--- src/rtl/serial_adder.sv ---
// serial_adder: bit-serial adder, LSB first, one bit per clock through a
// single full_adder_2ha cell with a carry flip-flop between bits.
//
// Optional feature macro: SERIAL_ADDER_SUB_EN
//   defined   -> adds port i_sub; i_sub=1 computes A-B (B inverted, carry-in 1)
//   undefined -> add-only, initial carry 0
//
// Also contains the full_adder_2ha cell (two half adders plus an OR) and the
// half-adder it is built from, so this file is self-contained.

module half_adder (
    input  logic i_a,
    input  logic i_b,
    output logic o_sum,
    output logic o_carry
);
    assign o_sum   = i_a ^ i_b;
    assign o_carry = i_a & i_b;
endmodule

module full_adder_2ha (
    input  logic i_a,
    input  logic i_b,
    input  logic i_cin,
    output logic o_sum,
    output logic o_cout
);
    logic s1;
    logic c1;
    logic c2;

    half_adder u_ha0 (
        .i_a     (i_a),
        .i_b     (i_b),
        .o_sum   (s1),
        .o_carry (c1)
    );

    half_adder u_ha1 (
        .i_a     (s1),
        .i_b     (i_cin),
        .o_sum   (o_sum),
        .o_carry (c2)
    );

    assign o_cout = c1 | c2;
endmodule

// State table
//   state   | meaning
//   IDLE    | waiting; a start loads operands and enters RUN
//   RUN     | one bit per cycle; counter runs 0..WIDTH-1
//   DONE    | single cycle; result presented, o_done high; start accepted
module serial_adder #(
    parameter int WIDTH = 8
) (
    input  logic             i_clk,
    input  logic             i_rstn,
    input  logic             i_start,
    input  logic [WIDTH-1:0] i_a,
    input  logic [WIDTH-1:0] i_b,
`ifdef SERIAL_ADDER_SUB_EN
    input  logic             i_sub,
`endif
    output logic             o_busy,
    output logic             o_done,
    output logic [WIDTH-1:0] o_sum,
    output logic             o_cout
);
    localparam int CNT_W = $clog2(WIDTH);
    localparam logic [CNT_W-1:0] CNT_LAST = CNT_W'(WIDTH - 1);

    typedef enum logic [1:0] {
        ST_IDLE = 2'd0,
        ST_RUN  = 2'd1,
        ST_DONE = 2'd2
    } state_t;

    state_t           state_q, state_d;
    logic [WIDTH-1:0] a_q, a_d;
    logic [WIDTH-1:0] b_q, b_d;
    logic [WIDTH-1:0] res_q, res_d;
    logic [CNT_W-1:0] cnt_q, cnt_d;
    logic             carry_q, carry_d;
    logic [WIDTH-1:0] sum_q, sum_d;
    logic             cout_q, cout_d;

    logic             start_sub;
    logic             fa_b;
    logic             fa_sum;
    logic             fa_cout;

`ifdef SERIAL_ADDER_SUB_EN
    logic             sub_q, sub_d;

    assign start_sub = i_sub;
    // Subtract invert B's current bit; the +1 comes from the preset carry.
    assign fa_b      = b_q[0] ^ sub_q;

    // Operation mode is latched with the operands and held for the whole RUN.
    always_comb begin
        sub_d = sub_q;
        if (i_start && (state_q != ST_RUN)) begin
            sub_d = i_sub;
        end
    end

    // Mode register.
    always_ff @(posedge i_clk or negedge i_rstn) begin
        if (!i_rstn) begin
            sub_q <= 1'b0;
        end else begin
            sub_q <= sub_d;
        end
    end
`else
    assign start_sub = 1'b0;
    assign fa_b      = b_q[0];
`endif

    full_adder_2ha u_fa (
        .i_a    (a_q[0]),
        .i_b    (fa_b),
        .i_cin  (carry_q),
        .o_sum  (fa_sum),
        .o_cout (fa_cout)
    );

    // Next-state and datapath: load on accepted start, shift one bit per RUN cycle.
    always_comb begin
        state_d = state_q;
        a_d     = a_q;
        b_d     = b_q;
        res_d   = res_q;
        cnt_d   = cnt_q;
        carry_d = carry_q;
        sum_d   = sum_q;
        cout_d  = cout_q;

        case (state_q)
            ST_IDLE, ST_DONE: begin
                if (i_start) begin
                    state_d = ST_RUN;
                    a_d     = i_a;
                    b_d     = i_b;
                    res_d   = '0;
                    cnt_d   = '0;
                    carry_d = start_sub;
                end else begin
                    state_d = ST_IDLE;
                end
            end

            ST_RUN: begin
                // i_start is deliberately not looked at here: RUN cannot be restarted.
                res_d   = {fa_sum, res_q[WIDTH-1:1]};
                a_d     = a_q >> 1;
                b_d     = b_q >> 1;
                carry_d = fa_cout;
                cnt_d   = cnt_q + CNT_W'(1);
                if (cnt_q == CNT_LAST) begin
                    // Last bit: publish the completed word including this bit.
                    state_d = ST_DONE;
                    cnt_d   = '0;
                    sum_d   = {fa_sum, res_q[WIDTH-1:1]};
                    cout_d  = fa_cout;
                end
            end

            default: begin
                state_d = ST_IDLE;
            end
        endcase
    end

    // State, shift registers, carry and held result.
    always_ff @(posedge i_clk or negedge i_rstn) begin
        if (!i_rstn) begin
            state_q <= ST_IDLE;
            a_q     <= '0;
            b_q     <= '0;
            res_q   <= '0;
            cnt_q   <= '0;
            carry_q <= 1'b0;
            sum_q   <= '0;
            cout_q  <= 1'b0;
        end else begin
            state_q <= state_d;
            a_q     <= a_d;
            b_q     <= b_d;
            res_q   <= res_d;
            cnt_q   <= cnt_d;
            carry_q <= carry_d;
            sum_q   <= sum_d;
            cout_q  <= cout_d;
        end
    end

    assign o_busy = (state_q == ST_RUN);
    assign o_done = (state_q == ST_DONE);
    assign o_sum  = sum_q;
    assign o_cout = cout_q;

endmodule
--- config.mk ---
export PLATFORM = sky130hd
export DESIGN_NAME = serial_adder
export DESIGN_NICKNAME = d
export VERILOG_FILES = /design/src/rtl/serial_adder.sv
export SDC_FILE = /design/constraint.sdc
export NUM_CORES = 1
export LEC_CHECK = 0
export ABC_AREA = 1
export CAP_MARGIN = 20
export CORE_UTILIZATION = 52
export CTS_CLUSTER_DIAMETER = 150
export DETAILED_ROUTE_END_ITERATION = 10
export GPL_TIMING_DRIVEN = 0
export HOLD_SLACK_MARGIN = 0.08
export PLACE_DENSITY = 0.83
export SLEW_MARGIN = 20
export SYNTH_ARGS = -nofsm -noshare
export SYNTH_HDL_FRONTEND = slang
export SYNTH_HIERARCHICAL = 1
export SYNTH_SLANG_ARGS = --single-unit
--- constraint.sdc ---
create_clock -name i_clk -period 1.6 [get_ports i_clk]
set_clock_uncertainty 0.15 [all_clocks]
set_input_delay 0.24 -clock i_clk [delete_from_list [all_inputs] [get_ports i_clk]]
set_output_delay 0.24 -clock i_clk [all_outputs]
set_load 0.005 [all_outputs]
==> results of run 1 <==
cells by family after synthesis:
logic type | Yosys count | share of synthesized area [%]
compound gates | 18 | 6.31
fa+ha+maj | 4 | 2.72
buf+inv | 52 | 13.1
simple gates | 110 | 26.3
flops | 38 | 51.6
stage by stage:
| step | cells | setup TNS (ps) | power (W) |
|---|---|---|---|
| 2_1_floorplan | 222 | 0 | 0.00313 |
| 3_3_place_gp | 297 | -27640 | 0.00371 |
| 3_5_place_dp | 298 | -251 | 0.00379 |
| 4_1_cts | 311 | -52.4 | 0.00446 |
| 5_1_grt | 312 | -53.0 | 0.00486 |
| 6_report | 312 | 0 | 0.00442 |
repair_timing:
item | CTS | global route
setup buffers | 5 | 3
hold buffers | 1 | 0
endpoints found under the setup margin | 3 | 25
resized for setup | 18 | 13
pin swaps | 1 | 0
cloned | 0 | 0
endpoints found under the hold margin | 38 | 0
Yosys cell counts:
master | n | area [um^2]
buf_2 | 4 | 20.0
buf_4 | 1 | 7.51
buf_6 | 4 | 45.0
dfrtp_1 | 38 | 951
ha_1 | 4 | 50.1
inv_1 | 40 | 150
inv_2 | 1 | 3.75
inv_4 | 1 | 6.26
inv_6 | 1 | 8.76
nand2_1 | 75 | 282
nand2_2 | 2 | 12.5
nand2_4 | 1 | 11.3
nand2_8 | 1 | 20.0
nand3_1 | 28 | 140
nor2_1 | 2 | 7.51
nor2_4 | 1 | 11.3
o21ai_0 | 5 | 25.0
o21ai_1 | 6 | 30.0
o21ai_2 | 7 | 61.3
metal layers:
layer  vias to the layer above  track usage [%]  wire, um
li1                        759                -         -
met1                       694             32.0      1740
met2                        37             34.1      1670
met3                         4             4.41       156
met4                         0             7.62        34
met5                         -                0         0
path summary, 6_finish.rpt:
path                             to  slack [ps]  cells after the start
max in group asynchronous    o_cout         650                      3
max reg2reg                  a_q[3]          70                      7
min                        res_q[3]         210                      2
max                          o_done          10                      4
min in group i_clk           b_q[7]         320                      3
min reg2reg                o_sum[1]         340                      2
power breakdown:
group / total [W] / internal (W) / switching, W
logic: 0.00225 / 0.00102 / 0.00123
registers: 0.00166 / 0.00142 / 0.000240
clock network: 0.000508 / 0.000213 / 0.000294
sequential cells by signal, indices dropped and copies added, names as in the netlist:
signal,count
a_q,8
b_q,8
carry_q,1
cnt_q,3
o_cout,1
o_sum,8
res_q,7
state_q,2
area by class of cell:
type | count | area [um^2] | area share, %
clock inverters | 1 | 5.00 | 0.212
plain buffers | 6 | 63.8 | 2.70
inverters | 43 | 171 | 7.26
multi-input cells | 132 | 658 | 27.9
clock buffers | 7 | 55.1 | 2.33
flip-flops and latches | 38 | 952 | 40.3
repair buffers | 39 | 399 | 16.9
well taps | 46 | 57.6 | 2.44
==> out/results.tsv, run 1 <==
metric	value	unit
FILL cells	289	
design area	2360	um^2
1st-iter DRT viols	64	
IR drop worst, VDD	924	uV
fmax	0.630	GHz
status	complete, no violations	
Mapped Cells	222	
total grt overflow	0	
WHS	205	ps
CTS tree	built	
post-layout util	70.2	%
Num CTS Buffers	5	
max-cap viol count	0	
H-Tree Depth	2	
Crit path max-delay family	flip-flops	
RSZ-0062 raised after global routing	true	
Seq/Total Area, Yosys	51.6	%
via count	1494	
via/cell ratio	4.79	
Slew @ Worst Pin	399	ps
origin of the critical flop-to-flop path	state_q[0]	
n_diodes	0	
Max Slew Vio Count	0	
Synth cell types	19	
drt total wl	3600	um
Worst Setup Start Kind	flop	
Mapped Avg Cell Area	8.30	um^2
Port Buffers	29	
min Tclk post-route	1590	ps
Post-Place Worst Slack	-139	ps
layout cells sized above 1	15.8	%
Routed Antenna Nets	0	
final critical-path share of the clock period	99.2	%
Reg clk slew, reported paths	110	ps
Core Region	3360	um^2
Die X	61.5	um
mapped cell area	1840	um^2
max_slew headroom	73.4	%
CTS Sinks	38	
endpoints failing setup	0	
crit path max fanout	2	
P_leak	1.36	nW
pwr dens	1870	nW/um^2
Placed Area	2210	um^2
syn nets	245	
Placement Rows	21	
Max stage delay on crit path	460	ps
vias in the first global route	1350	
Max clock buf depth	2	
clk_lat worst skew	330	ps
drt pass-1 iters	4	
first-pass GRT wire length	6040	um
Critical Path Most Common Cell	buf_8	
Die ar.	3790	um^2
pin count of the biggest net entering global routing	24	
Worst EP arrival	1200	ps
initial antenna violation count	0	
CP Class	flop to output pin	
final worst setup slack	13.5	ps
Synth Register Bits	38	
All-Layer GR Usage	22.3	%
DRC viols	0	
Initial Util	54.8	%
slowest CP cell	dfrtp_2	
worst path cell trace	buf_8 > buf_8 > nor2_4 > buf_2	
post-DR wirelength/cell	11.5	um
worst hold path class	primary input to async pin	
Crit. End Element	output pin	
commonest non-fill, non-tap cell in the layout	nand2_1	
required time worst endpoint	1210	ps
HPWL after DPL	2420	um
most frequent cells in the layout	75 x nand2_1, 40 x inv_1, 37 x dfrtp_1, 28 x nand3_1, 17 x clkdlybuf4s50_1	
Synth Warn #	6	
Die Span Y	61.5	um
Nets	288	
CP bufs+invs	3	
GP Congestion	0.749	
crit path launch	state_q[0]	
final hold violation count	0	
Area Growth Syn to Fin	28.2	%
CTS root buffer	clkbuf_4	
IO Count	30	
Power figures use the tool's default switching activity.
==> inputs of run 2 (changes only) <==
Settings changed: CELL_PAD_IN_SITES_DETAIL_PLACEMENT set to 1, CELL_PAD_IN_SITES_GLOBAL_PLACEMENT set to 1, CORE_UTILIZATION 52 to 39.
==> run 2 against run 1 <==
Against the previous run: critical path type unchanged; global-route usage fell by 3.4 points; flip-flop and latch count did not move; cell count rose by 0.96%; setup slack improved by 44 ps; highest routed layer unchanged; first-iteration DRC count rose by 17%.
==> out/results.tsv, run 2 (synthesized netlist as in run 1, its figures left out) <==
metric	value	unit	change
initial antenna violation count	0		unchanged
Layout Cells excl Fill	315		+0.96%
Port Buffers	29		unchanged
max-cap viol count	0		unchanged
Placement Rows	24		+14%
All-Layer GR Usage	18.9	%	-3.4 points
Max Slew Vio Count	0		unchanged
IR drop worst, VDD	816	uV	-12%
Max clock buf depth	2		unchanged
IO Count	30		unchanged
Num CTS Buffers	5		unchanged
Die ar.	5000	um^2	+32%
final worst setup slack	57.0	ps	+43.5 ps
P_leak	1.26	nW	-7.5%
worst hold path class	primary input to async pin		
1st-iter DRT viols	75		+17%
CTS Sinks	38		unchanged
CTS tree	built		
final critical-path share of the clock period	96.4	%	-2.7 points
Slew @ Worst Pin	300	ps	-99.1 ps
fmax	0.648	GHz	+2.8%
CTS root buffer	clkbuf_8		
max_slew headroom	80.0	%	+6.6 points
clk_lat worst skew	290	ps	-40 ps
endpoints failing setup	0		unchanged
GP Congestion	0.768		+2.6%
via count	1519		+1.7%
status	complete, no violations		
total grt overflow	0		unchanged
Worst EP arrival	1150	ps	-50 ps
area of the multi-input gates	658	um^2	unchanged
Core Region	4440	um^2	+32%
Placed Cells	304		+2.0%
Routed Antenna Nets	0		unchanged
Reg clk slew, reported paths	80	ps	-30 ps
FILL cells	545		+89%
Placed Area	2210	um^2	unchanged
layout cells sized above 1	14.8	%	-0.96 points
FF+latch area	951	um^2	-0.13%
drt pass-1 iters	4		unchanged
min Tclk post-route	1540	ps	-43.5 ps
pin count of the biggest net entering global routing	28		+17%
Initial Util	41.5	%	-13 points
drt total wl	4290	um	+19%
Nets	285		-1.0%
final hold violation count	0		unchanged
required time worst endpoint	1210	ps	about the same
pwr dens	1990	nW/um^2	+6.1%
Setup TNS	0	ps	unchanged
vias in the first global route	1517		+12%
slowest CP cell	clkdlybuf4s50_1		
CP Class	flop to output pin		
n_diodes	0		unchanged
CP bufs+invs	1		-2
Worst Setup Start Kind	flop		
H-Tree Depth	2		unchanged
design area	2350	um^2	-0.58%
HPWL after DPL	2890	um	+19%
Post-Place Worst Slack	-169	ps	-29.5 ps
Crit path max-delay family	buffers and inverters		
Die X	70.7	um	+15%
RSZ-0062 raised after global routing	false		
DRC viols	0		unchanged
post-layout util	52.8	%	-17 points
Max stage delay on crit path	510	ps	+50 ps
Area Growth Syn to Fin	27.4	%	
via/cell ratio	4.82		+0.71%
worst path cell trace	clkdlybuf4s50_1		
crit path max fanout	2		unchanged
most frequent cells in the layout	75 x nand2_1, 40 x inv_1, 38 x dfrtp_1, 28 x nand3_1, 26 x clkdlybuf4s50_1		
post-DR wirelength/cell	13.6	um	+18%
Crit. End Element	output pin		
Die Span Y	70.7	um	+15%
commonest non-fill, non-tap cell in the layout	nand2_1		
first-pass GRT wire length	7300	um	+21%
[run 2: power by group]
part           switching (W)  internal, W
clock               0.000350     0.000346
combinational        0.00130      0.00101
sequential          0.000231      0.00142
total                0.00188      0.00278
[run 2: worst paths after layout]
kind                          start       end  slack, ps  cells past startpoint
max                        o_sum[2]  o_sum[2]         60                      1
min                          i_rstn  o_sum[5]        210                      2
max reg2reg                cnt_q[0]  o_sum[5]         80                      6
min reg2reg                  a_q[1]    a_q[1]        340                      2
max in group asynchronous    i_rstn    b_q[2]        650                      3
min in group i_clk           a_q[1]    a_q[1]        340                      2
[run 2: cell type report]
| class | count | share of cell area [%] |
|---|---|---|
| buffer | 8 | 3.41 |
| clock buffer | 6 | 3.52 |
| clock inverter | 2 | 0.533 |
| inverter | 43 | 7.30 |
| multi-input combinational | 132 | 28.0 |
| sequential | 38 | 40.5 |
| tap | 52 | 2.77 |
| timing repair buffer | 34 | 14.0 |
[run 2: repair_timing]
item / in CTS / in global routing
buffers inserted: 3 / 0
resized for setup: 12 / 2
pin swaps: 1 / 1
hold buffers: 1 / 0
endpoints found under the hold margin: 38 / 0
endpoints found under the setup margin: 2 / 3
[run 2: per-stage QoR]
stage / hold WS (ps) / total power [W]
2_1_floorplan: -206 / 0.00313
5_1_grt: 228 / 0.00508
6_report: 214 / 0.00466
3_5_place_dp: -5.22 / 0.00386
3_3_place_gp: 309 / 0.00376
4_1_cts: 208 / 0.00472
[run 2: routing by layer]
metal | wire length (um) | global-route usage (%) | up-vias | part of all wire [%]
met5 | 0 | 0 | - | 0
met4 | 68 | 6.67 | 0 | 1.6
met3 | 100 | 3.85 | 6 | 2.3
met2 | 2070 | 29.7 | 18 | 48
met1 | 2060 | 26.2 | 744 | 48
li1 | - | - | 751 | -
==> inputs of run 3 (changes only) <==
Settings changed: GPL_ROUTABILITY_DRIVEN set to 1.
==> results of run 3 <==
The final DEF is identical to that of run 2; final timing and power are the same.
